`config.mk`:
```
export PLATFORM = sky130hd
export DESIGN_NAME = leitor_letreiro_flat
export DESIGN_NICKNAME = d
export VERILOG_FILES = /design/src/rtl/leitor_letreiro_pkg.sv /design/src/rtl/leitor_letreiro_if.sv /design/src/rtl/leitor_letreiro_tabela_padrao.sv /design/src/rtl/leitor_letreiro.sv /design/src/flat_wrapper.sv
export SDC_FILE = /design/constraint.sdc
export NUM_CORES = 1
export LEC_CHECK = 0
export BUFFER_PORTS_ARGS = -buffer_cell sky130_fd_sc_hd__buf_4
export CAP_MARGIN = 20
export CORE_MARGIN = 5
export CORE_UTILIZATION = 55
export DETAILED_ROUTE_END_ITERATION = 10
export PLACE_DENSITY = 0.87
export SLEW_MARGIN = 20
export SYNTH_ARGS = -nofsm -noshare
export SYNTH_HDL_FRONTEND = slang
export SYNTH_HIERARCHICAL = 1
export SYNTH_SLANG_ARGS = --single-unit
```
`constraint.sdc`:
```
create_clock -name clock -period 9.1 [get_ports clock]
set_input_delay 1.82 -clock clock [delete_from_list [all_inputs] [get_ports clock]]
set_output_delay 1.82 -clock clock [all_outputs]
set_load 0.01 [all_outputs]
```
`src/rtl/leitor_letreiro_pkg.sv`:
```
// Shared definitions for the sign-lamp pattern receiver: states, step count,
// the fixed 10-step pattern and the step-advance helper.
`timescale 1ns/1ps
package leitor_letreiro_pkg;

  typedef enum logic [1:0] {
    BUSCA    = 2'd0,
    CONFIRMA = 2'd1,
    TRAVADO  = 2'd2
  } estado_t;

  localparam int N_PASSOS = 10;

  // Index 0 sits in the least significant slot; words are {bar, mosca, azul}.
  localparam logic [N_PASSOS-1:0][2:0] PADRAO = {
    3'b001, 3'b010, 3'b111, 3'b000, 3'b011,
    3'b100, 3'b111, 3'b110, 3'b100, 3'b000
  };

  function automatic logic [3:0] proximo_passo(input logic [3:0] p);
    return (p == 4'(N_PASSOS - 1)) ? 4'd0 : p + 4'd1;
  endfunction

endpackage

```
`src/rtl/leitor_letreiro_if.sv`:
```
// Sample/status bundle between a sign word source (master) and the receiver (slave).
`timescale 1ns/1ps
interface leitor_letreiro_if #(
  parameter int CICLO_W = 8
);
  logic               habilita;
  logic [2:0]         palavras;
  logic               travado;
  logic [3:0]         passo;
  logic               erro;
  logic [CICLO_W-1:0] ciclos;
  logic [7:0]         erros;

  modport master (
    output habilita, palavras,
    input  travado, passo, erro, ciclos, erros
  );

  modport slave (
    input  habilita, palavras,
    output travado, passo, erro, ciclos, erros
  );
endinterface

```
`src/rtl/leitor_letreiro_tabela_padrao.sv`:
```
// Combinational lookup of the expected sign word for a pattern index.
`timescale 1ns/1ps
module tabela_padrao
  import leitor_letreiro_pkg::*;
(
  input  logic [3:0] indice,
  output logic [2:0] palavra
);

  always_comb begin
    palavra = 3'b000;
    if (indice < 4'(N_PASSOS))
      palavra = PADRAO[indice];
  end

endmodule

```
`src/rtl/leitor_letreiro.sv`:
```
// Sign pattern receiver: hunts for the 000->100 sync pair, confirms LOCK_STEPS
// further steps, then tracks the pattern. Error counter only with
// LEITOR_LETREIRO_CONTADOR_ERROS_EN defined.
`timescale 1ns/1ps
module leitor_letreiro
  import leitor_letreiro_pkg::*;
#(
  parameter int LOCK_STEPS = 2,
  parameter int CICLO_W    = 8
) (
  input logic              clock,
  input logic              reset,
  leitor_letreiro_if.slave bus
);

  localparam logic [3:0] LOCK_N = 4'(LOCK_STEPS);

  estado_t            estado;
  logic [2:0]         prev;
  logic [3:0]         passo;
  logic [3:0]         conta;
  logic               erro;
  logic [CICLO_W-1:0] ciclos;

  logic [3:0] prox;
  logic [2:0] esperado;
  logic       bate;
  logic       erro_evento;

  tabela_padrao u_tabela (
    .indice  (prox),
    .palavra (esperado)
  );

  assign prox        = proximo_passo(passo);
  assign bate        = (bus.palavras == esperado);
  assign erro_evento = bus.habilita && (estado == TRAVADO) && !bate;

  always_ff @(posedge clock) begin
    if (reset) begin
      estado <= BUSCA;
      prev   <= 3'b111;
      passo  <= 4'd0;
      conta  <= 4'd0;
      erro   <= 1'b0;
      ciclos <= '0;
    end else begin
      erro <= 1'b0;
      if (bus.habilita) begin
        // Every accepted word becomes prev, matching or not, so a bad 000
        // can still serve as the first half of the next sync pair.
        prev <= bus.palavras;
        case (estado)
          BUSCA: begin
            if (prev == PADRAO[0] && bus.palavras == PADRAO[1]) begin
              estado <= CONFIRMA;
              passo  <= 4'd1;
              conta  <= 4'd0;
            end
          end
          CONFIRMA: begin
            if (bate) begin
              passo <= prox;
              conta <= conta + 4'd1;
              if (conta + 4'd1 == LOCK_N)
                estado <= TRAVADO;
            end else begin
              estado <= BUSCA;
              passo  <= 4'd0;
            end
          end
          TRAVADO: begin
            if (bate) begin
              passo <= prox;
              if (prox == 4'd0 && ciclos != {CICLO_W{1'b1}})
                ciclos <= ciclos + 1'b1;
            end else begin
              erro   <= 1'b1;
              estado <= BUSCA;
              passo  <= 4'd0;
            end
          end
          default: begin
            estado <= BUSCA;
            passo  <= 4'd0;
          end
        endcase
      end
    end
  end

`ifdef LEITOR_LETREIRO_CONTADOR_ERROS_EN
  logic [7:0] erros;

  always_ff @(posedge clock) begin
    if (reset)
      erros <= 8'd0;
    else if (erro_evento && erros != 8'hFF)
      erros <= erros + 8'd1;
  end

  assign bus.erros = erros;
`else
  assign bus.erros = 8'd0;
`endif

  assign bus.travado = (estado == TRAVADO);
  assign bus.passo   = passo;
  assign bus.erro    = erro;
  assign bus.ciclos  = ciclos;

endmodule

```
`src/flat_wrapper.sv`:
```
// flat-port wrapper written by rule: the top's interface ports become plain ports
module leitor_letreiro_flat import leitor_letreiro_pkg::*;
#(
  parameter int LOCK_STEPS = 2,
  parameter int CICLO_W    = 8
)
  (clock, reset, bus_habilita, bus_palavras, bus_travado, bus_passo, bus_erro, bus_ciclos, bus_erros);
  leitor_letreiro_if #(.CICLO_W(CICLO_W)) bus_i ();
  input logic clock;
  input logic reset;
  input wire logic [$bits(bus_i.habilita)-1:0] bus_habilita;
  input wire logic [$bits(bus_i.palavras)-1:0] bus_palavras;
  output wire logic [$bits(bus_i.travado)-1:0] bus_travado;
  output wire logic [$bits(bus_i.passo)-1:0] bus_passo;
  output wire logic [$bits(bus_i.erro)-1:0] bus_erro;
  output wire logic [$bits(bus_i.ciclos)-1:0] bus_ciclos;
  output wire logic [$bits(bus_i.erros)-1:0] bus_erros;
  assign bus_i.habilita = bus_habilita;
  assign bus_i.palavras = bus_palavras;
  assign bus_travado = bus_i.travado;
  assign bus_passo = bus_i.passo;
  assign bus_erro = bus_i.erro;
  assign bus_ciclos = bus_i.ciclos;
  assign bus_erros = bus_i.erros;
  leitor_letreiro #(.LOCK_STEPS(LOCK_STEPS), .CICLO_W(CICLO_W)) u_core (.clock(clock), .reset(reset), .bus(bus_i));
endmodule
```
# ---- Word-level counts from Yosys, hierarchy flattened
# Memory sizes are Yosys's and may differ from the RTL's.
# Cells that the tools add are included.
dict set report op_classes {
  n_shift 0
  bitwise_logic 2
  n_eq_ne 11
  n_mux 15
  n_lt_le_gt_ge 2
  n_reduce_logical 12
  n_mul 0
  n_addsub 3
  div 0
}
# op count
set ops {}
lappend ops {{two-way mux 4 bit} 5}
lappend ops {{case mux 4 bit (2 select lines)} 2}
lappend ops {{AND reduction 4 bit} 3}
lappend ops {{adder 4 x 1 -> 4 bit (second input constant)} 2}
lappend ops {{adder 8 x 1 -> 8 bit (second input constant)} 1}
lappend ops {{two-way mux 2 bit} 4}
lappend ops {{!= test 8 bit (second input constant)} 1}
lappend ops {{two-way mux 3 bit} 2}
lappend ops {{case mux 2 bit (3 select lines)} 1}
lappend ops {{less-than comparator 4 x 5 -> 1 bit (second input constant)} 1}
lappend ops {{== test 4 x 2 -> 1 bit (second input constant)} 1}
lappend ops {{== test 4 bit (second input constant)} 1}
lappend ops {{zero test 4 bit} 1}
lappend ops {{less-than comparator 4 bit (second input constant)} 1}
lappend ops {{!= test 2 x 1 -> 1 bit (second input constant)} 2}
lappend ops {{== test 3 bit} 1}
lappend ops {{== test 3 bit (second input constant)} 1}
lappend ops {{zero test 3 bit} 1}
lappend ops {{!= test 3 bit (second input constant)} 1}
lappend ops {{OR reduction 3 bit} 1}
lappend ops {{== test 2 x 1 -> 1 bit (second input constant)} 1}
lappend ops {{== test 2 bit (second input constant)} 1}
lappend ops {{logical AND 1 bit} 2}
lappend ops {{zero test 2 bit} 1}
lappend ops {{6 further kinds} 7}
dict set report word_totals {
  latch_bits 0
  romBits 48
  mem_count 1
  elab_cells 52
  mem_bits_rw 0
  regBits 22
}
# name depth word_bits read_ports rd_clocked_by_memory_dff write_ports line_no
set memory_table {}
lappend memory_table {{(name not given)} 16 3 1 0 0 leitor_letreiro_tabela_padrao.sv:13} ;# palavra = PADRAO[indice];

# ---- Logic depth before layout (Yosys ltp)
# Gate-level depths: netlist (run 1).
dict set report logic_depth {
  depth_word 8
  mapped_depth 14
  mapped_depth_nobuf 12
}

# ---- Cells and area by module
# The synthesis (run 1) kept the hierarchy.
# module seq_area_each_um2 n_inst cells_per_inst area_per_inst_um2
set modules_own_cells {}
lappend modules_own_cells {leitor_letreiro 440.4 1 157 1336.3}
lappend modules_own_cells {tabela_padrao 0.0 1 11 96.3}

# ---- Worst setup path before layout (run 1)
# OpenSTA, ideal clock, no wires.
dict set report synth_path {
  path_kind {input-to-reg}
  startpoint {input bus_palavras[0]}
  endpoint {register u_core.conta[2]}
  arrival_ns 3.345
  setup_ns 0.120
  path_stages 5
  path_slack_ns 5.636
  cell_sequence {or4_4 o32a_4 or2_4 and2_4 a211o_1}
}
dict set report synth_via {
  elab_chain_len 4
  word_cells_on_any_way 6
  cone_classes {eq/ne (4); reduce/logical (2)}
}
# item line_no
set synth_rtl {}
lappend synth_rtl {{start: declaration} flat_wrapper.sv:12} ;# input wire logic [$bits(bus_i.palavras)-1:0] bus_palavras;
lappend synth_rtl {{== test 3 bit} leitor_letreiro.sv:55} ;# if (prev == PADRAO[0] && bus.palavras == PADRAO[1]) begin
lappend synth_rtl {{logical AND 1 bit} leitor_letreiro.sv:55}
lappend synth_rtl {{!= test 2 x 1 -> 1 bit (no line)} -}
lappend synth_rtl {{AND reduction 4 bit (no line) (*)} -}
lappend synth_rtl {{end signal: assignment} leitor_letreiro.sv:64} ;# conta <= conta + 4'd1;
lappend synth_rtl {{end: declaration} leitor_letreiro.sv:21} ;# logic [3:0] conta;
# Every way passes the cells marked *; elsewhere a longest branch is shown, timed or not.
# A chain may end at the register's enable or synchronous reset.

# ---- Worst setup path after layout (run 1)
dict set report layout_path {
  startpoint {register u_core.passo[2], in the netlist u_core/bus.passo[2]}
  endpoint {register u_core.ciclos[3], in the netlist u_core/bus.ciclos[3]}
}
dict set report layout_via {
  elab_chain_len 7
  word_cells_on_any_way 11
  cone_classes {add/sub (1); order compare (1); eq/ne (2); mux (3); reduce/logical (3); memory (1)}
}
# item line_no
set layout_rtl {}
lappend layout_rtl {{start: declaration} leitor_letreiro.sv:20} ;# logic [3:0] passo;
lappend layout_rtl {{start signal: assignment} leitor_letreiro.sv:63} ;# passo <= prox;
lappend layout_rtl {{start signal: assignment} leitor_letreiro.sv:74} ;# passo <= prox;
lappend layout_rtl {{adder 4 x 1 -> 4 bit / == test 4 bit (equally long branches)} leitor_letreiro_pkg.sv:21} ;# return (p == 4'(N_PASSOS - 1)) ? 4'd0 : p + 4'd1;
lappend layout_rtl {{two-way mux 4 bit (*)} leitor_letreiro_pkg.sv:21}
lappend layout_rtl {{memory (16 x 3 bit)} -}
lappend layout_rtl {{two-way mux 3 bit (not written as such)} leitor_letreiro_tabela_padrao.sv:13}
lappend layout_rtl {{two-way mux 3 bit (*)} leitor_letreiro_tabela_padrao.sv:12} ;# if (indice < 4'(N_PASSOS))
lappend layout_rtl {{net u_core.esperado[1]} leitor_letreiro.sv:26} ;# logic [2:0] esperado;
lappend layout_rtl {{== test 3 bit (*)} leitor_letreiro.sv:36} ;# assign bate = (bus.palavras == esperado);
lappend layout_rtl {{AND reduction 4 bit (no line) (*)} -}
lappend layout_rtl {{end signal: assignment} leitor_letreiro.sv:76} ;# ciclos <= ciclos + 1'b1;
lappend layout_rtl {{end: declaration} leitor_letreiro.sv:23} ;# logic [CICLO_W-1:0] ciclos;
# Mark *: on every way through the listed nets, which the timed path passes. The rest lies on a longest branch. The select of a mux whose other input is x is not followed.

==> flow_metrics.tcl, run 1 <==
set metrics [dict create \
    final_common_cell "dfxtp_1" \
    antenna_found_initial 0 \
    hold_viol_final 0 \
    layout-drive-gt1-share_pct 20.5 \
    routedWlPerCell_um 13.5 \
    fin_area_um2 1600 \
    place_inst 211 \
    finalSetupViolCount 0 \
    synth_area_um2 1430 \
    endpoint "u_core/bus.ciclos[3]" \
    synth_flop_cell "dfxtp_1" \
    place_congestion 0.796 \
    vias 1208 \
    r2r_end "u_core/bus.ciclos[3]" \
    slew_violations 0 \
    critPathBufInv 1 \
    post-route-drc-count 0 \
    period_share_pct 39.5 \
    clk_pin_slew_worst_paths_ns 0.12 \
    cts-resized-gates 0 \
    critPathSlowestCell "or4_1" \
    avgViaCountPerCell 5.62 \
    track_usage_pct 16.7 \
    placed_area_um2 1560 \
    cts_hold_buf 0 \
    cts_buffer_depth 2 \
    crit_family "compound AO/OA/AOI/OAI gates" \
    ys_ff_latch 22 \
    setup.worst_path.start "u_core/bus.passo[2]" \
    max-slew-margin-rel_pct 48.9 \
    grt_start_max_net_pins 27 \
    fp.coreArea_um2 2480 \
    grt_overflow 0 \
    wl_um 2890 \
    cp_max_fo 17 \
    fin_crit_ns 3.59 \
    hold_depth 2 \
    rr_worst_depth 10 \
    seq_area_frac_synth_pct 30.7 \
    synth_enable_flop_cells 0 \
    fin_tns_setup_ns 0 \
    insertedDiodeCount 0 \
    numPortBuffers 19 \
    cts-root-buf "clkbuf_4" \
    clkSinkCount 22 \
    start_util_pct 57.8 \
    r2r_start "u_core/bus.passo[2]" \
    syn_area_per_cell_um2 8.53 \
    rows 18 \
    ir_drop_v 0.0000974 \
    worst_path_largest_cell_delay_ns 0.57 \
    hold_path.class "flop to flop" \
    firstDrtPassIters 4 \
    final_nets 201 \
    synth_cell_type_count 44 \
    fin_cells 215 \
    ys.warnings.count 6 \
    cts_buffers 3 \
    async_flop_share_pct 0 \
    postCtsSetupBuffers 0 \
    area_growth_syn_to_layout_pct 11.4 \
    cts_tree "yes" \
    die_w_um 61.0 \
    antenna_left 0 \
    p_per_area_nw_per_um2 102 \
    utilization_pct 64.4 \
    rrSetupSlack_ns 5.51 \
    worstSetupStartpointType "flop" \
    worstSetupPathType "flop to flop" \
    die_h_um 61.0 \
    die_area_um2 3730 \
    grt_pass1_wl_um 4770 \
    cp_cell_sequence "inv_1 > o21ai_0 > a22o_1 > or3b_1 > o22ai_1 > xor2_1 > nor3_1 > o211ai_1 > or4_1 > a21oi_1" \
    tightest_slew_ns 0.763 \
    drtIter0Drc 26 \
    dp_hpwl_um 2210 \
    rsz0062_at_grt "false" \
    ios 28 \
    h-tree-depth 1 \
    grt_pass1_vias 1092 \
    clock_skew_ns 0.00518 \
    status "completed" \
    clock_latency_ns 0.31 \
    cap_violations 0 \
    worstSetupEndpointType "flop" \
    cp_num_cells 10 \
    synthCells 168 \
    arrival_ns 3.84 \
    required_ns 9.35 \
    final_cell_mix "dfxtp_1, buf_4, inv_1" \
    max_freq_ghz 0.278 \
    power_leakage_nw 0.640 \
]
[per-layer routing]
layer / share of wire [%] / GRT usage (%) / vias to the layer above
met1: 45 / 20.2 / 563
met5: 0 / 0 / -
met2: 50 / 29.8 / 23
li1: - / - / 618
met4: 0.80 / 4.95 / 0
met3: 3.9 / 3.14 / 4
[how the worst min path moves through the flow]
stage / from / slack (ns) / end
after detailed placement: u_core/bus.ciclos[1] / 0.51 / u_core/bus.ciclos[1]
after floorplan: u_core/prev[2] / 0.48 / u_core/prev[2]
final: u_core/bus.ciclos[1] / 0.53 / u_core/bus.ciclos[1]
after CTS: u_core/bus.ciclos[1] / 0.53 / u_core/bus.ciclos[1]
after global routing: u_core/bus.ciclos[6] / 0.56 / u_core/bus.ciclos[6]
after global placement: u_core/prev[2] / 0.49 / u_core/prev[2]
[final cells by class]
type                       count  area (um2)
sequential                    22         440
multi-input combinational    127         891
timing repair buffer          19         143
clock buffer                   4        36.3
fill                         207         881
tap                           30        37.5
inverter                      13        48.8
[Yosys cell counts (all sizes together), types with 4 or more instances]
master  number  area, um2
a21oi       10       50.1
clkbuf       5       18.8
nor2         9       33.8
mux2i        4       40.0
nor2b        6       37.5
buf          8       60.1
or4          4       33.8
ha           9        113
nor3         8       40.0
nand2        9       33.8
o21ai        5       25.0
mux2         5       56.3
dfxtp       22        440
inv         13       48.8
a211o        4       36.3
nand3        9       45.0
[cell families (layout without fill, tap and decap cells)]
family	after synthesis	count (layout)	synth area share [%]
buffers and inverters	26	36	8.91
xor gates and xnor gates	4	4	2.45
AOI/OAI and AO/OA	36	36	18.1
adders and majority gates	9	9	7.86
DFF	22	22	30.7
muxes	9	9	6.72
other	1	8	0.262
and+or+nand+nor	61	61	25.0
[report_power, final]
part / switching (mW) / total (mW) / internal (mW)
combinational: 0.00641 / 0.0102 / 0.00382
sequential: 0.000702 / 0.0980 / 0.0973
clock: 0.0304 / 0.0548 / 0.0244
total: 0.0375 / 0.163 / 0.125
[registers in the layout (all words and copies together) (netlist names)]
| name | count |
|---|---|
| u_core/bus.ciclos | 8 |
| u_core/estado | 2 |
| u_core/bus.erro | 1 |
| u_core/prev | 3 |
| u_core/bus.passo | 4 |
| u_core/conta | 4 |
[worst register-to-register path, delay by kind of cell (launching register included)]
kind / cells / cell delay, ns
compound gates: 5 / 1.42
simple gates: 3 / 1.41
xor+xnor: 1 / 0.10
buf+inv: 1 / 0.09
flops: 1 / 0.51
[stage by stage]
step	total power [mW]	worst slack (ns)	hold slack [ns]
3_3_place_gp	0.109	5.47	0.490
5_1_grt	0.170	5.13	0.561
3_5_place_dp	0.110	5.41	0.508
6_report	0.163	5.51	0.530
4_1_cts	0.164	5.55	0.526
2_1_floorplan	0.109	5.64	0.478
(Power assumes the default switching activity.)
==> run 2: changes to the inputs <==
Settings changed: CORE_UTILIZATION 55 to 49, PLACE_DENSITY 0.87 to 0.82.
Clock period 9.1 ns to 2.95 ns, I/O delays scaled along.
==> run 2 against run 1 <==
Effect of this change: critical path depth grew 2; count of clock-buffer cells in the layout shrank 1; critical path type unchanged; largest cell class unchanged; power grew to 2.8 times the previous value; final area grew 3.4%.
==> flow_metrics.tcl, run 2 (synthesized netlist as in run 1, its figures left out) <==
set metrics [dict create \
    worstSetupStartpointType "flop" \
    required_ns 3.14 \
    power_mw 0.464 \
    worstSetupPathType "flop to flop" \
    place_inst 217 \
    vias 1225 \
    post-route-drc-count 0 \
    pre_cts_slack_ns 0.0382 \
    fin_crit_ns 2.81 \
    insertedDiodeCount 0 \
    avgViaCountPerCell 5.57 \
    final_cell_mix "buf_4, dfxtp_1, inv_1" \
    fin_cells 220 \
    start_util_pct 51.5 \
    dp_hpwl_um 2370 \
    cp_common_cell "inv_1" \
    drtIter0Drc 58 \
    track_usage_pct 14.4 \
    die_w_um 64.1 \
    power_leakage_nw 0.673 \
    cts_tree "yes" \
    setup.worst_path.start "u_core/bus.passo[2]" \
    endpoint "u_core/conta[2]" \
    clock_skew_ns 0.00112 \
    cts_buffer_depth 2 \
    reg_top3 "u_core/bus.ciclos x8, u_core/bus.passo x4, u_core/conta x4" \
    cp_max_fo 5 \
    finalSetupViolCount 0 \
    fp.coreArea_um2 2780 \
    period_share_pct 95.2 \
    rrSetupSlack_ns 0.14 \
    arrival_ns 3.00 \
    numPortBuffers 19 \
    clock_latency_ns 0.29 \
    rows 19 \
    cts-root-buf "clkbuf_4" \
    wl_um 3000 \
    cap_violations 0 \
    h-tree-depth 1 \
    largest_register_ffs 8 \
    clkSinkCount 22 \
    ios 28 \
    firstDrtPassIters 4 \
    grt_pass1_wl_um 5000 \
    clk_pin_slew_worst_paths_ns 0.11 \
    area_growth_syn_to_layout_pct 15.3 \
    r2r_start "u_core/bus.passo[2]" \
    antenna_left 0 \
    final_nets 206 \
    status "completed" \
    place_congestion 0.866 \
    layout-drive-gt1-share_pct 27.0 \
    worst_path_largest_cell_delay_ns 0.55 \
    grt_start_max_net_pins 27 \
    die_h_um 64.1 \
    hold_path.class "flop to flop" \
    fillerInstances 255 \
    antenna_found_initial 0 \
    slew_violations 0 \
    ir_drop_v 0.000254 \
    hold_viol_final 0 \
    max-slew-margin-rel_pct 63.4 \
    top_register "u_core/bus.ciclos" \
    setup_slack_ns 0.140 \
    r2r_end "u_core/conta[2]" \
    die_area_um2 4100 \
    tightest_slew_ns 0.547 \
    hold_depth 2 \
    critPathSlowestCell "or4_4" \
    grt_pass1_vias 1167 \
    cts_hold_buf 0 \
    max_freq_ghz 0.356 \
    utilization_pct 59.4 \
    routedWlPerCell_um 13.6 \
    rr_worst_depth 12 \
    p_per_area_nw_per_um2 281 \
    worstSetupEndpointType "flop" \
    final_common_cell "buf_4" \
    grt_overflow 0 \
    cts_buffers 3 \
    cp_cell_sequence "inv_1 > a21oi_1 > mux2_2 > inv_1 > ha_1 > and2b_2 > a211oi_2 > xor2_1 > or4_4 > or2_4 > and2_4 > a211o_1" \
    rsz0062_at_grt "true" \
]
==> run 2: stage by stage <==
stage / setup TNS (ns) / hold slack, ns / instance area, um2
after floorplan: 0 / 0.478 / 1490
after detailed placement: 0 / 0.517 / 1610
after global placement: 0 / 0.490 / 1610
after CTS: 0 / 0.526 / 1630
after global routing: -0.0664 / 0.526 / 1650
final: 0 / 0.530 / 1650
==> run 2: cell type report <==
type | count | area [um2] | share of cell area (%)
repair buffers | 24 | 180 | 10.9
clock buffers | 3 | 22.5 | 1.36
flip-flops and latches | 22 | 445 | 27.0
inverters | 13 | 48.8 | 2.95
well taps | 31 | 38.8 | 2.35
multi-input cells | 127 | 916 | 55.5
==> run 2: worst min-delay path by stage <==
stage | from | to
after floorplan | u_core/prev[2] | u_core/prev[2]
after global placement | u_core/prev[2] | u_core/prev[2]
after detailed placement | u_core/bus.ciclos[6] | u_core/bus.ciclos[6]
after CTS | bus_palavras[0] | u_core/prev[0]
after global routing | bus_palavras[0] | u_core/prev[0]
final | u_core/bus.ciclos[6] | u_core/bus.ciclos[6]
==> run 2: critical path, delay by kind of cell, from the launching register on <==
family / cells / cell delay (ns)
AO/OA/AOI/OAI: 3 / 0.63
XOR/XNOR: 1 / 0.13
adder cells (fa/ha/maj): 1 / 0.17
buffers and inverters: 2 / 0.11
flip-flops: 1 / 0.34
multiplexers: 1 / 0.21
AND/OR/NAND/NOR: 4 / 1.15
==> run 2: layer usage <==
layer | GRT usage, % | wire length, um
met4 | 4.16 | 58
met3 | 3.33 | 121
met2 | 26.3 | 1550
met5 | 0 | 0
met1 | 16.5 | 1270
==> run 2: repair_timing <==
item                                    CTS  global route
endpoints found under the setup margin    0            10
setup buffers                             0             0
gates resized for setup                   0             6
==> run 2: where the power goes <==
part / internal, mW / switching (mW) / leakage, nW / total [mW]
clock network: 0.0474 / 0.0816 / 0.0138 / 0.129
registers: 0.300 / 0.00197 / 0.180 / 0.302
logic: 0.0126 / 0.0204 / 0.479 / 0.0330
==> run 3: changes to the inputs <==
Settings changed: CORE_ASPECT_RATIO set to 1.4.
==> run 3 against run 2 <==
Effect of this change: first-iteration DRC count shrank 78%; critical endpoint is now u_core/conta[3]; sequential power is essentially flat; power grew 19%; clock power grew 68%; count of clock-buffer cells in the layout grew 1; sequential cell count is the same; clock skew grew 0.0023 ns; maximum frequency shrank 3.2%.
==> flow_metrics.tcl, run 3 (synthesized netlist as in run 1, its figures left out) <==
set metrics [dict create \
    status "completed" \
    die_area_um2 4120 \
    grt_overflow 0 \
    track_usage_pct 14.7 \
    max-slew-margin-rel_pct 64.4 \
    hold_path.class "flop to flop" \
    insertedDiodeCount 0 \
    grt_start_max_net_pins 27 \
    wl_um 3090 \
    p_per_area_nw_per_um2 324 \
    cts_tree "yes" \
    avgViaCountPerCell 5.46 \
    worstSetupEndpointType "flop" \
    vias 1246 \
    power_leakage_nw 0.697 \
    area_growth_syn_to_layout_pct 19.0 \
    required_ns 3.11 \
    routedWlPerCell_um 13.6 \
    clock_skew_ns 0.00341 \
    numPortBuffers 19 \
    postCtsSetupBuffers 0 \
    cp_max_fo 5 \
    grt_pass1_wl_um 4890 \
    rows 23 \
    worstSetupPathType "flop to flop" \
    cts-root-buf "clkbuf_8" \
    max_freq_ghz 0.345 \
    largest_register_ffs 8 \
    utilization_pct 59.9 \
    fillerInstances 245 \
    post-route-drc-count 0 \
    die_h_um 74.0 \
    grt_pass1_vias 1176 \
    clk_pin_slew_worst_paths_ns 0.08 \
    period_share_pct 98.4 \
    hold_viol_final 0 \
    final_common_cell "buf_4" \
    fp.coreArea_um2 2850 \
    cts_buffers 3 \
    setup_slack_ns 0.0478 \
    cap_violations 0 \
    arrival_ns 3.06 \
    final_nets 207 \
    ir_drop_v 0.000316 \
    h-tree-depth 1 \
    slew_violations 0 \
    reg_top3 "u_core/bus.ciclos x8, u_core/bus.passo x4, u_core/conta x4" \
    pre_cts_slack_ns 0.0150 \
    start_util_pct 50.3 \
    firstDrtPassIters 4 \
    clock_latency_ns 0.26 \
    top_register "u_core/bus.ciclos" \
    die_w_um 55.7 \
    cts_buffer_depth 2 \
    clkSinkCount 22 \
    layout-drive-gt1-share_pct 27.7 \
    ios 28 \
    worstSetupStartpointType "flop" \
    finalSetupViolCount 0 \
    final_cell_mix "buf_4, dfxtp_1, inv_1" \
    fin_crit_ns 2.90 \
    drtIter0Drc 13 \
    place_congestion 0.763 \
    tightest_slew_ns 0.532 \
    antenna_found_initial 0 \
    dp_hpwl_um 2410 \
    antenna_left 0 \
]
==> run 3: cell types whose count changed in the layout (fill, tap and decap cells not counted), sizes merged <==
cell / change
buf: +1
clkbuf: +1
==> run 3: final cells by class <==
| type | instances | area [um2] | share of cell area (%) |
|---|---|---|---|
| Sequential cell | 22 | 445 | 26.1 |
| Multi-Input combinational cell | 127 | 922 | 54.1 |
| Inverter | 13 | 48.8 | 2.86 |
| Timing Repair Buffer | 25 | 188 | 11.0 |
| Clock buffer | 4 | 55.1 | 3.23 |
| Tap cell | 37 | 46.3 | 2.71 |
==> run 3: metal layers <==
layer  global-route usage, %  vias to the layer above  wire length (um)
met5                       0                        -                 0
met4                    7.84                        0                71
met3                    2.26                        6                95
met2                    31.1                       26              1780
met1                    13.1                      585              1140
li1                        -                      629                 -
==> run 3: repair_timing <==
item                       in CTS  in global routing
hold buffers                    0                  0
setup endpoints to repair       1                 12
pin swaps                       0                  0
gates resized for setup         1                  6
hold endpoints to repair        0                  0
==> run 3: worst max-delay path, cell delays in order, from the launching register on <==
cell and delay (ns):
dfxtp_2 0.33, inv_1 0.05, a21oi_1 0.18, mux2_4 0.21
inv_1 0.04, ha_1 0.16, and2b_2 0.20, a211oi_2 0.26
xor2_1 0.14, or4_4 0.55, or2_4 0.26, and2_4 0.14
a211o_1 0.28
==> run 3: final timing paths <==
path / slack (ns) / cells past startpoint / to / from
min reg2reg: 0.52 / 2 / u_core/prev[2] / u_core/prev[2]
min: 0.52 / 2 / u_core/prev[2] / u_core/prev[2]
max: 0.05 / 12 / u_core/conta[3] / u_core/bus.passo[2]
max reg2reg: 0.05 / 12 / u_core/conta[3] / u_core/bus.passo[2]
==> run 3: metrics by stage <==
step           total power, mW  hold WS (ns)  cell area (um2)  TNS [ns]  std cells
2_1_floorplan            0.336         0.478             1490         0        175
3_3_place_gp             0.340         0.489             1620         0        224
3_5_place_dp             0.341         0.508             1620         0        224
4_1_cts                  0.556         0.521             1680         0        228
5_1_grt                  0.571         0.541             1710   -0.0346        228
6_report                 0.552         0.522             1710         0        228
==> run 3: where the power goes <==
part	internal, mW	total [mW]	switching, mW	leakage [nW]
logic	0.0127	0.0333	0.0206	0.488
registers	0.300	0.302	0.00208	0.180
clock network	0.119	0.217	0.0978	0.0288
total	0.431	0.552	0.120	0.697
